[src/rtl/loader_pkg.sv]
// Shared constants for the boot-time program loader.
// State encodings are plain 3-bit constants so older tooling can use them.
package loader_pkg;

    localparam int HDR_BYTES      = 2;
    localparam int BYTES_PER_WORD = 4;

    localparam logic [2:0] IDLE = 3'd0;
    localparam logic [2:0] HDR0 = 3'd1;
    localparam logic [2:0] HDR1 = 3'd2;
    localparam logic [2:0] LOAD = 3'd3;
    localparam logic [2:0] CHK  = 3'd4;
    localparam logic [2:0] DONE = 3'd5;
    localparam logic [2:0] ERR  = 3'd6;

endpackage

[src/rtl/prog_loader_if.sv]
// Byte-stream input, instruction-memory write port and core status.
// master drives the stream and start; slave is the loader.
interface prog_loader_if #(
    parameter int ADDR_WIDTH = 64,
    parameter int INST_WIDTH = 32
);
    logic                  start;
    logic                  in_valid;
    logic [7:0]            in_data;
    logic                  in_ready;
    logic                  mem_wr_en;
    logic [ADDR_WIDTH-1:0] mem_wr_addr;
    logic [INST_WIDTH-1:0] mem_wr_data;
    logic                  core_hold;
    logic                  done;
    logic                  error;

    modport master (
        output start, in_valid, in_data,
        input  in_ready, mem_wr_en, mem_wr_addr, mem_wr_data,
        input  core_hold, done, error
    );

    modport slave (
        input  start, in_valid, in_data,
        output in_ready, mem_wr_en, mem_wr_addr, mem_wr_data,
        output core_hold, done, error
    );
endinterface

[src/rtl/word_assembler.sv]
// Packs little-endian bytes into 32-bit words; word_valid flags the
// cycle in which the 4th byte is presented (word is combinational then).
module word_assembler
    import loader_pkg::*;
(
    input  logic        clk,
    input  logic        rst,
    input  logic        clr,
    input  logic        en,
    input  logic [7:0]  byte_in,
    output logic        word_valid,
    output logic [31:0] word
);
    logic [1:0]  bcnt;
    logic [23:0] sr;

    assign word_valid = en && (bcnt == 2'(BYTES_PER_WORD - 1));
    assign word       = {byte_in, sr};

    // Shift earlier bytes down so byte0 ends in the low lane.
    always_ff @(posedge clk or negedge rst) begin
        if (!rst) begin
            bcnt <= '0;
            sr   <= '0;
        end else if (clr) begin
            bcnt <= '0;
        end else if (en) begin
            bcnt <= bcnt + 2'd1;
            sr   <= {byte_in, sr[23:8]};
        end
    end
endmodule

[src/rtl/prog_loader.sv]
// Boot loader: header N, N little-endian words into imem, then releases core.
// Define LOADER_CHKSUM_EN to require a trailing XOR checksum byte.
module prog_loader
    import loader_pkg::*;
#(
    parameter int INST_WIDTH = 32,
    parameter int DEPTH      = 80,
    parameter int ADDR_WIDTH = 64
) (
    input  logic          clk,
    input  logic          rst,
    prog_loader_if.slave  bus
);
    logic [2:0]  state, state_nx;
    logic        ready_nx;
    logic [7:0]  n_lo;
    logic [15:0] n_words, n_hdr, wcnt;
    logic        acc, start_go, word_valid, last_word;
    logic [31:0] word;
`ifdef LOADER_CHKSUM_EN
    logic [7:0]  csum;
`endif

    assign acc       = bus.in_valid && bus.in_ready;
    assign start_go  = bus.start &&
                       (state == IDLE || state == DONE || state == ERR);
    assign n_hdr     = {bus.in_data, n_lo};
    assign last_word = word_valid && (wcnt == n_words - 16'd1);

    word_assembler u_asm (
        .clk        (clk),
        .rst        (rst),
        .clr        (start_go),
        .en         (acc && state == LOAD),
        .byte_in    (bus.in_data),
        .word_valid (word_valid),
        .word       (word)
    );

    // Next-state and next-ready decode.
    always_comb begin
        state_nx = state;
        unique case (state)
            IDLE, DONE, ERR: if (bus.start) state_nx = HDR0;
            HDR0: if (acc) state_nx = HDR1;
            HDR1: begin
                if (acc) begin
                    if (n_hdr == 16'd0 || n_hdr > 16'(DEPTH))
                        state_nx = ERR;
                    else
                        state_nx = LOAD;
                end
            end
`ifdef LOADER_CHKSUM_EN
            LOAD: if (last_word) state_nx = CHK;
            CHK: begin
                if (acc)
                    state_nx = (bus.in_data == csum) ? DONE : ERR;
            end
`else
            LOAD: begin
                if (bus.mem_wr_en && wcnt == n_words - 16'd1)
                    state_nx = DONE;
            end
`endif
            default: state_nx = IDLE;
        endcase
        ready_nx = (state_nx == HDR0) || (state_nx == HDR1) ||
                   (state_nx == LOAD) || (state_nx == CHK);
`ifndef LOADER_CHKSUM_EN
        // Stop taking bytes while the final word's strobe is in flight.
        if (last_word) ready_nx = 1'b0;
`endif
    end

    // Registered state, outputs, counters and header capture.
    always_ff @(posedge clk or negedge rst) begin
        if (!rst) begin
            state           <= IDLE;
            bus.in_ready    <= 1'b0;
            bus.mem_wr_en   <= 1'b0;
            bus.mem_wr_addr <= '0;
            bus.mem_wr_data <= '0;
            bus.core_hold   <= 1'b1;
            bus.done        <= 1'b0;
            bus.error       <= 1'b0;
            n_lo            <= '0;
            n_words         <= '0;
            wcnt            <= '0;
`ifdef LOADER_CHKSUM_EN
            csum            <= '0;
`endif
        end else begin
            state         <= state_nx;
            bus.in_ready  <= ready_nx;
            bus.done      <= (state_nx == DONE);
            bus.error     <= (state_nx == ERR);
            bus.core_hold <= (state_nx != DONE);
            bus.mem_wr_en <= word_valid;
            if (word_valid) begin
                bus.mem_wr_addr <= ADDR_WIDTH'(wcnt);
                bus.mem_wr_data <= INST_WIDTH'(word);
            end
            if (start_go)
                wcnt <= '0;
            else if (bus.mem_wr_en)
                wcnt <= wcnt + 16'd1;
            if (acc && state == HDR0) n_lo <= bus.in_data;
            if (acc && state == HDR1) n_words <= n_hdr;
`ifdef LOADER_CHKSUM_EN
            if (start_go)
                csum <= '0;
            else if (acc && (state == HDR0 || state == HDR1 || state == LOAD))
                csum <= csum ^ bus.in_data;
`endif
        end
    end
endmodule

[src/flat_wrapper.sv]
// flat-port wrapper written by rule: the top's interface ports become plain ports
module prog_loader_flat import loader_pkg::*;
#(
    parameter int INST_WIDTH = 32,
    parameter int DEPTH      = 80,
    parameter int ADDR_WIDTH = 64
)
  (clk, rst, bus_start, bus_in_valid, bus_in_data, bus_in_ready, bus_mem_wr_en, bus_mem_wr_addr, bus_mem_wr_data, bus_core_hold, bus_done, bus_error);
  prog_loader_if #(.ADDR_WIDTH(ADDR_WIDTH), .INST_WIDTH(INST_WIDTH)) bus_i ();
  input  logic clk;
  input  logic rst;
  input wire logic [$bits(bus_i.start)-1:0] bus_start;
  input wire logic [$bits(bus_i.in_valid)-1:0] bus_in_valid;
  input wire logic [$bits(bus_i.in_data)-1:0] bus_in_data;
  output wire logic [$bits(bus_i.in_ready)-1:0] bus_in_ready;
  output wire logic [$bits(bus_i.mem_wr_en)-1:0] bus_mem_wr_en;
  output wire logic [$bits(bus_i.mem_wr_addr)-1:0] bus_mem_wr_addr;
  output wire logic [$bits(bus_i.mem_wr_data)-1:0] bus_mem_wr_data;
  output wire logic [$bits(bus_i.core_hold)-1:0] bus_core_hold;
  output wire logic [$bits(bus_i.done)-1:0] bus_done;
  output wire logic [$bits(bus_i.error)-1:0] bus_error;
  assign bus_i.start = bus_start;
  assign bus_i.in_valid = bus_in_valid;
  assign bus_i.in_data = bus_in_data;
  assign bus_in_ready = bus_i.in_ready;
  assign bus_mem_wr_en = bus_i.mem_wr_en;
  assign bus_mem_wr_addr = bus_i.mem_wr_addr;
  assign bus_mem_wr_data = bus_i.mem_wr_data;
  assign bus_core_hold = bus_i.core_hold;
  assign bus_done = bus_i.done;
  assign bus_error = bus_i.error;
  prog_loader #(.INST_WIDTH(INST_WIDTH), .DEPTH(DEPTH), .ADDR_WIDTH(ADDR_WIDTH)) u_core (.clk(clk), .rst(rst), .bus(bus_i));
endmodule
[config.mk]
export PLATFORM = sky130hd
export DESIGN_NAME = prog_loader_flat
export DESIGN_NICKNAME = d
export VERILOG_FILES = /design/src/rtl/loader_pkg.sv /design/src/rtl/prog_loader_if.sv /design/src/rtl/word_assembler.sv /design/src/rtl/prog_loader.sv /design/src/flat_wrapper.sv
export SDC_FILE = /design/constraint.sdc
export NUM_CORES = 1
export LEC_CHECK = 0
export BUFFER_PORTS_ARGS = -buffer_cell sky130_fd_sc_hd__buf_2
export CAP_MARGIN = 20
export CORE_MARGIN = 1.5
export CORE_UTILIZATION = 55
export CTS_CLUSTER_SIZE = 24
export DETAILED_ROUTE_END_ITERATION = 10
export GPL_TIMING_DRIVEN = 0
export PLACE_DENSITY_LB_ADDON = 0.15
export SYNTH_ARGS = -nofsm -noshare
export SYNTH_HDL_FRONTEND = slang
export SYNTH_SLANG_ARGS = --single-unit
[constraint.sdc]
create_clock -name clk -period 5.1 [get_ports clk]
set_input_delay 0.255 -clock clk [delete_from_list [all_inputs] [get_ports clk]]
set_output_delay 0.255 -clock clk [all_outputs]
set_load 0.01 [all_outputs]
==> key figures, run 1 <==
Global route
  – Vias in the first global route: 3783
  – Pin count of the biggest net entering global routing: around 100
  – Total global routing overflow: 0
  – Antenna violations before repair: 0
  – First-pass GRT wire length: 18800 um
  – Global-route usage over all layers: 21.9%

Timing
  – Max Clk Rate: 387 MHz
  – Tmin final: 2.59 ns
  – Fin. max-slew vios: 0
  – Final Skew: 0.00604 ns
  – Worst slew margin relative to its limit: 49.9%
  – Setup TNS: 0 ns
  – Final hold violations: 0
  – Fin crit share: 50.7%
  – Worst Tran Pin Value: approximately 0.75 ns
  – RSZ-0062 raised after global routing: no
  – Final setup vio count: 0

Setup path
  – WP data arrival: 2.98 ns
  – Startpoint type of the worst setup path: flip-flop
  – Crit. End Element: flip-flop
  – WS Path Type: flip-flop to flip-flop
  – R2R Path Start: u_core.state[2]
  – Crit-path cells: nor2_1 -> and3_1 -> clkbuf_1 -> nand2_1 -> buf_1 -> buf_2 -> mux2_2
  – FF-to-FF path depth: 7
  – WP buf/inv: 3
  – Cell family with most CP delay: buffers and inverters
  – Worst Path Required: roughly 5.5 ns
  – Slowest CP cell: buf_1
  – Worst reg-to-reg setup slack: about 2.5 ns
  – Critical path's largest stage delay: 0.49 ns
  – FF-to-FF End: u_core.bus.mem_wr_addr[6]
  – Crit-path max FO: 10

Finish
  – Core Util, Final: 69.2%
  – Area grow syn2layout: 22.6%
  – Final instance area: 7080 um2
  – Number of nets in the layout: 666
  – Non-filler cells, final: 798
  – Ant diodes: 0
  – Share of cells above drive strength 1: 34.6%

Synthesis
  – Yosys top cell area share: between 50 and 60%
  – Ys async rst share: 100%
  – Yosys warnings: 0
  – Post-synth EDFFs: 0
  – Top cells by count, synth: dfrtp_1 (121), nand2_1 (91), mux2_2 (70), buf_4 (49), nor2_1 (27)
  – Avg Inst Size Synth: 11.2 um2
  – Area leader, netlist: dfrtp_1
  – Post-Synthesis Cells: between 500 and 600
  – Yosys reg bits: 122
  – Yosys cell types: 53
  – Register area share after synthesis: 52.9%
  – Mapped Area: slightly below 6000 um2
  – Most common cell in the synthesized netlist: dfrtp_1
  – Cells taking the most area after synthesis: dfrtp_1 (52%), mux2_2 (14%), buf_4 (6.4%)
  – Top FF cell, synth: dfrtp_1

Hold path
  – Worst Hold Class: input pin to flip-flop
  – Hold path depth: 3
  – Hold EP: u_core.u_asm.sr[21]
  – Worst Hold Launch: bus_in_data[5]

Power and ir drop
  – Worst ir drop on vdd: roughly 0.00030 V
  – Seq pwr share: 40.3%
  – Switching pwr: 1.21 mW
  – Clock power share: between 30% and 40%
  – Switching Share: between 30% and 40%
  – Pwr dens: 523 nW/um2
  – Combinational cell fraction of total power: 28.3%
  – Power Internal: 2.49 mW
  – Lkg Pwr: around 3.7 nW

Status
  – Outcome: finished clean

Route
  – Post-Route WL: 11600 um
  – Vias per Instance: 5.08
  – Drt pass-1 iters: 4
  – Drc violations: 0
  – Routed length per instance: 14.5 um
  – Detailed-route via count: 4051
  – Detail Route Antenna Nets: 0
  – Initial DRC Count: 220

Clock network
  – Sink Count: 122
  – Clk_lat worst skew: 0.52 ns
  – Clock transition at path regs: 0.06 ns
  – CTS root buf: clkbuf_8
  – CTS H-tree lvls: 4
  – Post-CTS Repair Setup Buffers: 0
  – CTS tree: done
  – Post-cts resize count: 0
  – # hold bufs at CTS: 2
  – Cts bufs inserted: 17
  – Max clock buf depth: 2

Placed design
  – Hpwl dp: 8080 um
  – Routability cong.: about 0.81
  – Placed cell count: 766
  – Placement-stage cell area: 6480 um2
  – Number of port buffers: 64

Die
  – Row count: 37
  – Core Region: around 10000 um2
  – Die width: 105 um
  – I/O Pins: 113
  – Die ar.: 11100 um2
  – Die H: 105 um
  – Initial core utilization: 56.4%

Flow run
  – Max_cap viols: 0
cell usage in the layout (no fill, tap or decap), types with 3 or more instances in the layout:
cell	count
clkinv_2	4
xor2_1	20
xnor2_1	17
mux2_2	70
nand4_1	3
or3_1	4
buf_4	49
bufinv_16	3
clkinv_4	3
ha_1	3
buf_1	4
nor2_1	27
and3_1	6
buf_2	65
nand3_1	13
nor3_1	9
clkbuf_16	16
o21ai_0	7
conb_1	48
inv_1	6
dfrtp_1	121
nand3b_1	3
clkbuf_1	14
and4_1	3
nand2_1	91
a21oi_1	3
nor4_1	4
sequential cells by signal (all words and copies together) (netlist names):
| register | cells |
|---|---|
| u_core.bus.mem_wr_data | 32 |
| u_core.bus.done | 1 |
| u_core.n_lo | 8 |
| u_core.u_asm.sr | 24 |
| u_core.u_asm.bcnt | 2 |
| u_core.wcnt | 16 |
| u_core.bus.in_ready | 1 |
| u_core.bus.mem_wr_addr | 16 |
| u_core.bus.error | 1 |
| u_core.n_words | 16 |
| u_core.bus.mem_wr_en | 1 |
| u_core.state | 3 |
| u_core.bus.core_hold | 1 |
how the worst max path moves through the flow:
stage / from / to / slack (ns) / depth (start not counted)
2_1_floorplan: u_core.n_words[4] / u_core.state[2] / 2.93 / 8
3_3_place_gp: rst / u_core.bus.mem_wr_data[19] / 2.30 / 1
3_5_place_dp: u_core.bus.in_ready / u_core.bus.mem_wr_addr[6] / 2.55 / 8
4_1_cts: u_core.state[2] / u_core.bus.mem_wr_addr[6] / 2.52 / 7
5_1_grt: u_core.state[2] / u_core.bus.mem_wr_addr[6] / 2.39 / 7
6_report: u_core.state[2] / u_core.bus.mem_wr_addr[6] / 2.51 / 7
layout make-up:
type,count,area [um2]
fillers,794,3150
flip-flops and latches,122,3050
clock inverters,12,151
plain buffers,70,457
well taps,136,170
repair buffers,68,379
inverters,6,22.5
multi-input cells,366,2420
clock buffers,18,428
metal layers:
layer  vias to the layer above  share of wire [%]  track usage [%]
met3                        15                6.1             5.63
met5                         -                  0                0
li1                       1924                  -                -
met2                       147                 48             35.1
met1                      1965                 44             29.4
met4                         0                1.3             7.14
worst reg2reg max path, cell delays in order (launching register included):
cell,delay [ns]
dfrtp_1,0.45
nor2_1,0.11
and3_1,0.19
clkbuf_1,0.22
nand2_1,0.21
buf_1,0.49
buf_2,0.40
mux2_2,0.39
metrics by stage:
stage | hold slack (ns) | power (mW) | worst slack, ns
after floorplan | -0.0406 | 2.22 | 2.93
final | 0.0166 | 3.70 | 2.51
after global placement | 0.457 | 2.47 | 2.30
after CTS | 0.00134 | 3.72 | 2.52
after detailed placement | 0.121 | 2.53 | 2.55
after global routing | 0.0161 | 3.91 | 2.39
kinds of logic (layout without fill, tap and decap cells):
family                     count (synthesis)  in the layout  share of synthesized area, %
muxes                                     72             72                          14.0
buffers and inverters                     76            174                          8.30
and+or+nand+nor                          180            180                          15.3
AOI/OAI and AO/OA                         26             26                          3.21
other                                      1             48                        0.0650
xor gates and xnor gates                  37             37                          5.61
DFF                                      122            122                          52.9
adders and majority gates                  3              3                         0.650
power groups by stage:
stage                     clock, mW  sequential, mW  combinational (mW)
after floorplan                   0            1.47               0.750
after global placement            0            1.49               0.981
after detailed placement          0            1.50                1.03
after CTS                      1.19            1.49                1.05
after global routing           1.22            1.53                1.16
final                          1.16            1.49                1.05
Note: power is estimated with default switching activity, not from simulation.
==> inputs of run 2 (changes only) <==
--- a/config.mk
+++ b/config.mk
@@ -5,6 +5,7 @@
 export SDC_FILE = /design/constraint.sdc
 export NUM_CORES = 1
 export LEC_CHECK = 0
+export ABC_AREA = 1
 export BUFFER_PORTS_ARGS = -buffer_cell sky130_fd_sc_hd__buf_2
 export CAP_MARGIN = 20
 export CORE_MARGIN = 1.5
==> constraint.sdc (replaced) <==
create_clock -name clk -period 2.7 [get_ports clk]
set_input_delay 0.135 -clock clk [delete_from_list [all_inputs] [get_ports clk]]
set_output_delay 0.135 -clock clk [all_outputs]
set_load 0.01 [all_outputs]
==> run 2 against run 1 <==
Cell count grew 24%; critical path type unchanged; largest power group unchanged; fmax grew 15%; combinational power grew 120%; die area grew 1.2%; clock-buffer cell count is the same.
==> key figures, run 2 <==
Die
  – Row count: 37 (unchanged)
  – Die H: 106 um (+0.60%)
  – Die ar.: 11300 um2 (+1.2%)
  – Core Region: 10300 um2 (+0.91%)
  – I/O Pins: 113 (unchanged)
  – Die width: 106 um (+0.60%)
  – Initial core utilization: 56.6% (+0.18 points)

Global route
  – Total global routing overflow: 0 (unchanged)
  – Vias in the first global route: 4834 (+28%)
  – First-pass GRT wire length: 23300 um (+24%)
  – Global-route usage over all layers: 26.8% (+4.9 points)
  – Pin count of the biggest net entering global routing: 95 (-6.9%)
  – Antenna violations before repair: 0 (unchanged)

Synthesis
  – Cells taking the most area after synthesis: dfrtp_1 (52%), nand2_1 (12%), o21ai_0 (9.3%)
  – Top FF cell, synth: dfrtp_1
  – Mapped Area: 5840 um2 (+1.2%)
  – Xor-xnor portion of the synthesized cell area: 1.50% (-4.1 points)
  – Register area share after synthesis: 52.3% (-0.65 points)
  – Post-synth EDFFs: 0 (unchanged)
  – Avg Inst Size Synth: 8.31 um2 (-26%)
  – Top cells by count, synth: nand2_1 (182), dfrtp_1 (121), o21ai_0 (109), inv_1 (84), buf_4 (48)
  – Yosys reg bits: 122 (unchanged)
  – Largest family of logic cells by synthesized area: simple AND/OR/NAND/NOR gates
  – Yosys cell types: 37 (-30%)
  – Most common cell in the synthesized netlist: nand2_1
  – Post-Synthesis Cells: 703 (+36%)
  – Ys async rst share: 100% (unchanged)
  – Synth Area in Adders: 0.642% (-0.0079 points)
  – Yosys top cell area share: 51.8% (-0.64 points)
  – Multiplexer share of the synthesized area: 0% (-14 points)
  – Synth Area in Compound Gates: 12.0% (+8.8 points)
  – Yosys warnings: 0 (unchanged)
  – Area leader, netlist: dfrtp_1
  – Synth Area in Simple Gates: 20.1% (+4.9 points)

Setup path
  – R2R Path Start: u_core.n_words[0]
  – Cell family with most CP delay: simple AND/OR/NAND/NOR gates
  – FF-to-FF End: u_core.bus.core_hold
  – Worst Path Required: 3.15 ns (-2.34 ns)
  – Crit-path cells: inv_1 -> ha_1 -> inv_1 -> nand2_1 -> nand2_1 -> nand2_1 -> nand2_1 -> nor2_1 -> nand2_1 -> nor2_1 -> nand2_1 -> nor2_2 -> nand3_1 -> nand2_1 -> nand3_2 -> nor2_4 -> inv_2
  – Critical path's largest stage delay: 0.41 ns (-0.08 ns)
  – Crit path top cell by count: nand2_1
  – Crit-path max FO: 5 (-5)
  – FF-to-FF path depth: 17 (+10)
  – Slowest CP cell: dfrtp_1
  – Startpoint type of the worst setup path: flip-flop
  – WP data arrival: 2.70 ns (-0.28 ns)
  – Crit. End Element: flip-flop
  – WP buf/inv: 3 (unchanged)
  – Worst reg-to-reg setup slack: 0.45 ns (-2.06 ns)
  – WS Path Type: flip-flop to flip-flop

Route
  – Routed length per instance: 14.3 um (-1.3%)
  – Initial DRC Count: 369 (+68%)
  – Vias per Instance: 5.04 (-0.65%)
  – Drt pass-1 iters: 5 (+1)
  – Drc violations: 0 (unchanged)
  – Detail Route Antenna Nets: 0 (unchanged)
  – Post-Route WL: 14200 um (+23%)
  – Detailed-route via count: 5003 (+24%)

Placed design
  – Placement-stage cell area: 6550 um2 (+1.0%)
  – Hpwl dp: 10100 um (+25%)
  – Number of port buffers: 64 (unchanged)
  – Routability cong.: 0.890 (+10%)
  – DP Worst Slack: 0.479 ns (-2.07 ns)

Hold path
  – Worst Hold Launch: bus_start
  – Hold EP: u_core.state[2]
  – Hold path depth: 4 (+1)
  – Worst Hold Class: input pin to flip-flop

Timing
  – Setup TNS: 0 ns (unchanged)
  – Max Clk Rate: 445 MHz (+15%)
  – Final Skew: 0.00994 ns (+0.00390 ns)
  – Fin crit share: 83.3% (+33 points)
  – Final hold violations: 0 (unchanged)
  – Worst Tran Pin Value: 0.568 ns (-0.181 ns)
  – Worst slew margin relative to its limit: 62.1% (+12 points)
  – Final setup vio count: 0 (unchanged)
  – Setup ws final: 0.451 ns (-2.06 ns)
  – Fin. max-slew vios: 0 (unchanged)
  – RSZ-0062 raised after global routing: no
  – Tmin final: 2.25 ns (-0.337 ns)

Power and ir drop
  – Total power draw: 7.57 mW (+100%)
  – Pwr dens: 1040 nW/um2 (+99%)
  – Combinational cell fraction of total power: 30.6% (+2.3 points)
  – Switching pwr: 2.76 mW (+130%)
  – Switching Share: 36.4% (+3.7 points)
  – Worst ir drop on vdd: 0.000747 V (+150%)
  – Power Internal: 4.81 mW (+93%)
  – Seq pwr share: 37.0% (-3.3 points)
  – Lkg Pwr: 3.81 nW (+1.7%)
  – Clock power share: 32.4% (+0.9 points)

Finish
  – Biggest regs: u_core.bus.mem_wr_data x32, u_core.u_asm.sr x24
  – Share of cells above drive strength 1: 20.0% (-15 points)
  – Fillers: 818 (+3.0%)
  – Final instance area: 7270 um2 (+2.8%)
  – Most flops, register: u_core.bus.mem_wr_data
  – Ant diodes: 0 (unchanged)
  – Area grow syn2layout: 24.4%
  – Number of nets in the layout: 858 (+29%)
  – Most frequent cells in the layout: nand2_1 (182), dfrtp_1 (121), o21ai_0 (109), inv_1 (84), buf_2 (67)
  – Commonest non-fill, non-tap cell in the layout: nand2_1
  – Max reg flops: 32 (unchanged)

Flow run
  – Max_cap viols: 0 (unchanged)

Clock network
  – CTS root buf: clkbuf_8
  – Clock transition at path regs: 0.05 ns (about the same)
  – CTS tree: done
  – Post-cts resize count: 0 (unchanged)
  – Post-CTS Repair Setup Buffers: 0 (unchanged)
  – CTS H-tree lvls: 4 (unchanged)
  – Cts bufs inserted: 17 (unchanged)
  – Sink Count: 122 (unchanged)
  – # hold bufs at CTS: 9 (+7)
  – Max clock buf depth: 2 (unchanged)
  – Clk_lat worst skew: 0.52 ns (about the same)

Status
  – Outcome: finished clean
## run 2: cell types whose count changed after synthesis, sizes merged, moves of 5 or more
| cell | change |
|---|---|
| o21ai | +106 |
| nand2 | +93 |
| inv | +80 |
| mux2 | -70 |
| nor2 | +22 |
| xnor2 | -16 |
| xor2 | -11 |
| a21oi | +9 |
| and3 | -6 |
| nand3 | +6 |
| nor4 | -6 |
| or3 | -5 |
## run 2: per-layer routing
metal | wire length, um | GRT usage, % | vias up
li1 | - | - | 2424
met1 | 6190 | 33.7 | 2382
met2 | 7050 | 44.7 | 179
met3 | 758 | 6.74 | 18
met4 | 204 | 10.4 | 0
met5 | 0 | 0 | -
## run 2: tightest hold or removal path: stages
cell and delay, ns:
buf_2 0.13, inv_1 0.05, a22oi_1 0.07, nand2_1 0.11
## run 2: cells by family (layout without fill, tap and decap cells)
group,count (synthesis),in the layout
simple gates,279,279
flops,122,122
buf+inv,155,261
fa+ha+maj,3,3
compound gates,133,133
other cells,1,48
xor+xnor,10,10
## run 2: how the worst max path moves through the flow
| stage | from | end | slack, ns | depth (start not counted) |
|---|---|---|---|---|
| floorplan | u_core.n_words[0] | u_core.bus.core_hold | 0.85 | 15 |
| global placement | rst | u_core.bus.mem_wr_data[25] | 0.07 | 1 |
| detailed placement | u_core.n_words[0] | u_core.bus.core_hold | 0.48 | 17 |
| CTS | u_core.n_words[0] | u_core.bus.core_hold | 0.44 | 17 |
| global route | u_core.n_words[0] | u_core.bus.core_hold | 0.19 | 17 |
| finish | u_core.n_words[0] | u_core.bus.core_hold | 0.45 | 17 |
## run 2: stage by stage
stage	utilization [%]	instances	hold slack, ns
after CTS	70.5	992	0.00230
after floorplan	-	750	-0.161
after global routing	70.5	992	0.0390
final	70.5	992	0.0285
after global placement	63.1	950	0.362
after detailed placement	63.4	951	0.0263
## run 2: final cells by class
| type | instances | area [um2] | share of cell area (%) |
|---|---|---|---|
| Clock inverter | 14 | 220 | 3.03 |
| Buffer | 69 | 462 | 6.35 |
| Clock buffer | 18 | 418 | 5.75 |
| Tap cell | 136 | 170 | 2.34 |
| Inverter | 86 | 323 | 4.44 |
| Timing Repair Buffer | 74 | 444 | 6.11 |
| Sequential cell | 122 | 3050 | 42.0 |
| Multi-Input combinational cell | 473 | 2180 | 30.0 |
## run 2: power by group through the flow
| stage | clock, mW | combinational, mW | sequential (mW) |
|---|---|---|---|
| 2_1_floorplan | 0 | 1.55 | 2.80 |
| 3_3_place_gp | 0 | 2.18 | 2.79 |
| 6_report | 2.46 | 2.32 | 2.80 |
| 5_1_grt | 2.54 | 2.65 | 2.87 |
| 4_1_cts | 2.47 | 2.31 | 2.79 |
| 3_5_place_dp | 0 | 2.25 | 2.81 |
